$ cat src/rtl/baccarat_pkg.sv
// Shared baccarat definitions: deal-order checker states,
// card values, score constants and the controller's result codes.
package baccarat_pkg;

    localparam logic [3:0] RANK_EMPTY = 4'd0;
    localparam int SCORE_MOD = 10;
    localparam int NATURAL_MIN = 8;

    typedef enum logic [2:0] {
        EXP_P1,
        EXP_D1,
        EXP_P2,
        EXP_D2,
        OPT3,
        DONE
    } chk_state_t;

    typedef enum logic [1:0] {
        RESULT_NONE,
        RESULT_PLAYER,
        RESULT_DEALER,
        RESULT_TIE
    } result_t;

    // Ten and face cards count zero, as does an empty slot.
    function automatic logic [3:0] card_value(input logic [3:0] r);
        return (r >= 4'd1 && r <= 4'd9) ? r : 4'd0;
    endfunction

endpackage

$ cat src/rtl/card_score.sv
// Three-card hand score: sum of card values mod 10.
// Ports: r1, r2, r3 (4-bit ranks) in; score (0..9) out.
module card_score
    import baccarat_pkg::*;
(
    input  logic [3:0] r1,
    input  logic [3:0] r2,
    input  logic [3:0] r3,
    output logic [3:0] score
);

    localparam logic [4:0] MOD1 = 5'(SCORE_MOD);
    localparam logic [4:0] MOD2 = 5'(2 * SCORE_MOD);

    logic [4:0] sum;

    assign sum = {1'b0, card_value(r1)}
               + {1'b0, card_value(r2)}
               + {1'b0, card_value(r3)};

    // Sum never exceeds 27, so at most two subtractions.
    always_comb begin
        if (sum >= MOD2)
            score = 4'(sum - MOD2);
        else if (sum >= MOD1)
            score = 4'(sum - MOD1);
        else
            score = sum[3:0];
    end

endmodule

$ cat src/rtl/baccarat_datapath.sv
// Baccarat datapath: dealer counter, six card slots, scores and a
// deal-order checker that flags illegal load sequences.
// Ports: slow_clock, reset (sync, active high), six load strobes in;
// six card ranks, pcard3 value, pscore, dscore, cards_dealt,
// protocol_error out.
module baccarat_datapath
    import baccarat_pkg::*;
#(
    parameter int NUM_RANKS  = 13,
    parameter int START_RANK = 1
)
(
    input  logic       slow_clock,
    input  logic       reset,
    input  logic       load_pcard1,
    input  logic       load_pcard2,
    input  logic       load_pcard3,
    input  logic       load_dcard1,
    input  logic       load_dcard2,
    input  logic       load_dcard3,
    output logic [3:0] pcard1_rank,
    output logic [3:0] pcard2_rank,
    output logic [3:0] pcard3_rank,
    output logic [3:0] dcard1_rank,
    output logic [3:0] dcard2_rank,
    output logic [3:0] dcard3_rank,
    output logic [3:0] pcard3,
    output logic [3:0] pscore,
    output logic [3:0] dscore,
    output logic [2:0] cards_dealt,
    output logic       protocol_error
);

    localparam logic [3:0] LAST  = 4'(NUM_RANKS);
    localparam logic [3:0] FIRST = 4'(START_RANK);

    logic [3:0] deal_q;
    logic [3:0] rank_q [6];
    logic [5:0] ld;
    chk_state_t st_q, st_d;
    logic       p3_q, p3_d;
    logic       ok;
    logic       bad_evt;

    // Slot order: p1, p2, p3, d1, d2, d3.
    assign ld = {load_dcard3, load_dcard2, load_dcard1,
                 load_pcard3, load_pcard2, load_pcard1};

    always_comb begin
        ok   = 1'b0;
        st_d = st_q;
        p3_d = p3_q;
        if ($onehot(ld)) begin
            unique case (st_q)
                EXP_P1: if (ld[0]) begin
                    ok   = 1'b1;
                    st_d = EXP_D1;
                end
                EXP_D1: if (ld[3]) begin
                    ok   = 1'b1;
                    st_d = EXP_P2;
                end
                EXP_P2: if (ld[1]) begin
                    ok   = 1'b1;
                    st_d = EXP_D2;
                end
                EXP_D2: if (ld[4]) begin
                    ok   = 1'b1;
                    st_d = OPT3;
                end
                OPT3: begin
                    if (ld[2] && !p3_q) begin
                        ok   = 1'b1;
                        p3_d = 1'b1;
                    end else if (ld[5]) begin
                        ok   = 1'b1;
                        st_d = DONE;
                    end
                end
                default: ok = 1'b0;
            endcase
        end
    end

    assign bad_evt = (|ld) && !ok;

    always_ff @(posedge slow_clock) begin
        if (reset) begin
            deal_q         <= FIRST;
            st_q           <= EXP_P1;
            p3_q           <= 1'b0;
            cards_dealt    <= 3'd0;
            protocol_error <= 1'b0;
            for (int i = 0; i < 6; i++)
                rank_q[i] <= RANK_EMPTY;
        end else begin
            deal_q <= (deal_q == LAST) ? 4'd1 : deal_q + 4'd1;
            if (ok) begin
                for (int i = 0; i < 6; i++)
                    if (ld[i])
                        rank_q[i] <= deal_q;
                st_q <= st_d;
                p3_q <= p3_d;
                if (cards_dealt != 3'd6)
                    cards_dealt <= cards_dealt + 3'd1;
            end
            if (bad_evt)
                protocol_error <= 1'b1;
        end
    end

    assign pcard1_rank = rank_q[0];
    assign pcard2_rank = rank_q[1];
    assign pcard3_rank = rank_q[2];
    assign dcard1_rank = rank_q[3];
    assign dcard2_rank = rank_q[4];
    assign dcard3_rank = rank_q[5];
    assign pcard3      = card_value(rank_q[2]);

    card_score u_pscore (
        .r1    (rank_q[0]),
        .r2    (rank_q[1]),
        .r3    (rank_q[2]),
        .score (pscore)
    );

    card_score u_dscore (
        .r1    (rank_q[3]),
        .r2    (rank_q[4]),
        .r3    (rank_q[5]),
        .score (dscore)
    );

endmodule

$ cat config.mk
export PLATFORM = sky130hd
export DESIGN_NAME = baccarat_datapath
export DESIGN_NICKNAME = d
export VERILOG_FILES = /design/src/rtl/baccarat_pkg.sv /design/src/rtl/card_score.sv /design/src/rtl/baccarat_datapath.sv
export SDC_FILE = /design/constraint.sdc
export NUM_CORES = 1
export LEC_CHECK = 0
export ABC_AREA = 1
export BUFFER_PORTS_ARGS = -buffer_cell sky130_fd_sc_hd__buf_4
export CORE_ASPECT_RATIO = 0.8
export CORE_MARGIN = 10
export CORE_UTILIZATION = 50
export DETAILED_ROUTE_END_ITERATION = 7
export MAX_ROUTING_LAYER = met4
export PLACE_DENSITY = 0.75
export SYNTH_ARGS = -nofsm -noshare
export SYNTH_HDL_FRONTEND = slang
export SYNTH_HIERARCHICAL = 1
export SYNTH_SLANG_ARGS = --single-unit
$ cat constraint.sdc
create_clock -name slow_clock -period 3 [get_ports slow_clock]
set_input_delay 0.15 -clock slow_clock [delete_from_list [all_inputs] [get_ports slow_clock]]
set_output_delay 0.15 -clock slow_clock [all_outputs]
set_load 0.1 [all_outputs]
==> results by group <==
Setup path
  • Reg-to-reg setup timing slack: around 1.3 ns
  • Data required, critical path: roughly 2.9 ns
  • FF-to-FF Start: st_q[0]
  • Crit path kind: reg2out
  • Sort of element at the start of the critical path: flip-flop
  • Critical Path AT: around 3.5 ns
  • Endpoint of the worst-slack reg-to-reg timing path: rank_q[2][2]
  • Max stage delay cell, worst path: fa_2
  • Cells along the critical path: inv_1 > nand3_2 > a21oi_2 > nor2_2 > fa_1 > ha_2 > fa_2 > inv_8 > buf_6 > ha_4 > inv_4 > o21ai_4 > nand3_4 > nand2_2 > nand2_4 > nand2_8 > buf_12
  • Cell family with most CP delay: adder cells
  • Critical Path End Type: primary output
  • Crit-path max FO: 4
  • Slowest cell delay on critical path: about 0.51 ns
  • Buffer and inverter count on the worst path: 5
  • R2R cell count: 10

Place
  • Placer's final routability congestion estimate: about 0.91
  • Detailed placement HPWL: roughly 6.2 mm
  • Worst slack after detailed placement: -0.4036 ns
  • Number of port buffers: between 40 and 50

Power
  • Leakage power figure: around 2.2 nW
  • Power density relative to cell area: approximately 720 mW/mm^2
  • Max VDD drop: 0.3971 mV
  • Post-route total power: 0.003355 W

STA
  • Minimum period implied by the final worst setup slack: ~3.6 ns
  • Smallest hold slack: about 0.047 ns
  • Max-slew headroom: 0.4981
  • Measured slew at the worst slew-check pin: around 0.75 ns
  • Setup slack of the critical path after layout: -0.6349 ns
  • Total negative slack for setup checks: -3.449 ns
  • Unrepaired setup endpoints after global routing: yes
  • Share of the cycle needed by the critical path after routing: 1.212
  • Final count of pins violating max slew: 0
  • Achievable Freq: roughly 280 MHz
  • Worst clock skew on the final layout: about 0.0047 ns
  • Fin. Hold Viols: 0
  • Setup violations, final: 6

Floorplanning
  • Overall die area: 0.009295 sq mm
  • Width of the die: 105.3 um
  • Initial standard-cell utilization of the core: 0.5241
  • Top Ports: 48
  • Std cell rows: 24
  • Area of the placeable core: 0.005555 sq mm
  • Die Span Y: around 88 um

Yosys
  • Top flip-flop cell by instance count after synthesis: edfxtp_1
  • Area leader, netlist: edfxtp_1
  • Post-synthesis average cell area: between 8 and 9 sq um
  • Synthesized flop and latch total: 36
  • Number of enable-type register cells in the synthesized netlist: 24
  • Async SR Flop Fraction: 0
  • Synthesized net count: between 300 and 400
  • Yosys warnings: 6
  • Post-Synthesis Cells: around 360
  • Post-synth design cell area: just under 0.003 sq mm
  • Cells taking the most area after synthesis: edfxtp_1, fa_1, nor2_1, dfxtp_1, ha_1
  • Sequential-to-total area share from yosys stat: 0.3300
  • Netlist cell types: 32
  • Synth top area share: 0.2475

Route
  • Number of iterations in the first detailed-routing pass: 4
  • Violation count after the first detailed-route iteration: ~120
  • Via-to-Cell Ratio: roughly 5.1
  • Drt drc: 0
  • Number of nets with antenna violations after routing: 0
  • DR vias: around 2900
  • Detailed Route WL: about 8.7 mm
  • Average wire per standard cell: about 15 um

Global route
  • Antenna violations before repair: 0
  • Total congestion overflow after global routing: 0
  • Wire length of the first global-routing pass: roughly 13 mm
  • Via count of the first global-routing pass: approximately 2900
  • Combined global-route utilization of all metal layers: 0.1760
  • Maximum number of pins on one net before global-route repair: 20

Layout
  • Ratio of cells with drive above 1 in the final layout: 0.5142
  • Final antenna diode count: 0
  • Fin util: 0.8363
  • Area overhead of the layout relative to synthesis: 59.56%
  • Net count, final: between 500 and 600

Hold path
  • Worst hold endpoint: p3_q
  • Launch instance of the worst min-delay path: reset
  • Hold depth: 2
  • Path class of the lowest-slack min-delay path: in2reg

CTS
  • Buffer depth of the longest clock path: 2
  • Number of hold-repair buffers added at the cts stage: 0
  • Clock tree from TritonCTS: yes
  • Clk Tree Root Cell: clkbuf_8
  • Number of clock sinks: 36
  • H-tree level count: 2
  • TritonCTS Buffers: 5
  • Clock latency on the worst-skew pair: 0.29 ns
  • Clock transition at the registers of the reported paths: around 0.07 ns

Status
  • Run status: finished with violations
  • Violated checks: negative setup slack

Run
  • Max-cap violations: 0
## Yosys cell counts, drive strengths merged, types with 5 or more instances
library cell / n
nor2: 70
edfxtp: 24
nand3: 43
fa: 13
o21ai: 10
nor3: 5
a21oi: 15
inv: 68
dfxtp: 12
nand2: 65
nand4: 5
ha: 18
## sequential cells by signal, summed over array words and instances, names as in the netlist
name / count
cards_dealt: 3
protocol_error: 1
rank_q: 24
p3_q: 1
deal_q: 4
st_q: 3
## metrics by stage
stage               area (sq um)  cells
global placement            4173    547
CTS                         4493    566
floorplan                   3223    356
finish                      4646    572
detailed placement          4173    547
global route                4646    572
## metal layers
layer | vias to the layer above | track usage | wire (um)
li1 | 1408 | - | -
met1 | 1369 | 0.1863 | 3602
met2 | 90 | 0.3237 | 4478
met3 | 22 | 0.03631 | 397
met4 | 0 | 0.05970 | 246
met5 | - | - | 0
## cell families (layout without fill, tap and decap cells)
family	count (synthesis)	count (layout)	synth area share
simple gates	189	189	0.3395
buf+inv	72	210	0.1083
flops	36	36	0.3300
fa+ha+maj	31	31	0.1667
compound gates	26	26	0.04942
xor+xnor	2	2	0.006017
## cells in the final DEF (no fill, tap or decap), types with 2 or more instances in the layout
| cell | instances |
|---|---|
| fa_1 | 11 |
| clkinv_1 | 2 |
| fa_2 | 2 |
| a21oi_2 | 4 |
| nand3_1 | 15 |
| ha_2 | 2 |
| o21ai_1 | 7 |
| inv_8 | 2 |
| nor2_2 | 12 |
| nor2_1 | 56 |
| buf_4 | 121 |
| inv_4 | 4 |
| nand2_4 | 10 |
| nand4_1 | 5 |
| edfxtp_1 | 24 |
| nand2_8 | 8 |
| nand2_1 | 33 |
| inv_2 | 13 |
| buf_6 | 4 |
| inv_1 | 50 |
| dfxtp_1 | 12 |
| ha_1 | 10 |
| nand2_2 | 14 |
| ha_4 | 6 |
| a21oi_1 | 10 |
| buf_12 | 6 |
| nor3_2 | 2 |
| nand3_2 | 15 |
| nor2_4 | 2 |
| clkbuf_8 | 5 |
| nor3_4 | 3 |
| nand3_4 | 13 |
## where the power goes
part	switching, W	leakage (nW)	internal, W
Combinational	0.00154	1.77	0.000866
Sequential	0.0000454	0.347	0.000578
Clock	0.000167	0.0388	0.000161
Total	0.00175	2.16	0.00161
## worst reg2reg max path, delay by kind of cell, from the launching register on
kind	cells	cell delay (ns)
and+or+nand+nor	8	0.96
DFF	1	0.36
buffers and inverters	2	0.26
## repair_timing
item	4_1_cts	5_1_grt
pin swaps	31	19
gates resized for setup	40	23
hold endpoints to repair	0	0
setup endpoints to repair	6	6
gates cloned	0	0
setup buffers	11	6
## worst max-delay path by stage
stage                      start   endpoint  slack (ns)  depth (start not counted)
CTS                 rank_q[4][2]  dscore[1]       -0.54                         16
global route        rank_q[5][1]  dscore[2]       -0.77                         17
detailed placement  rank_q[4][2]  dscore[2]       -0.40                         15
finish              rank_q[5][1]  dscore[2]       -0.63                         17
floorplan           rank_q[4][3]  dscore[2]       -0.84                         16
global placement    rank_q[1][2]  pscore[2]       -0.32                         16
## cell type report
| type | instances | area, sq um |
|---|---|---|
| clock buffer | 6 | 72.57 |
| clock inverter | 2 | 11.26 |
| inverter | 71 | 304.0 |
| fill | 315 | 909.6 |
| multi-input combinational | 248 | 2126 |
| sequential | 36 | 960.9 |
| tap | 78 | 97.59 |
| timing repair buffer | 131 | 1074 |
Power figures use the tool's default switching activity.
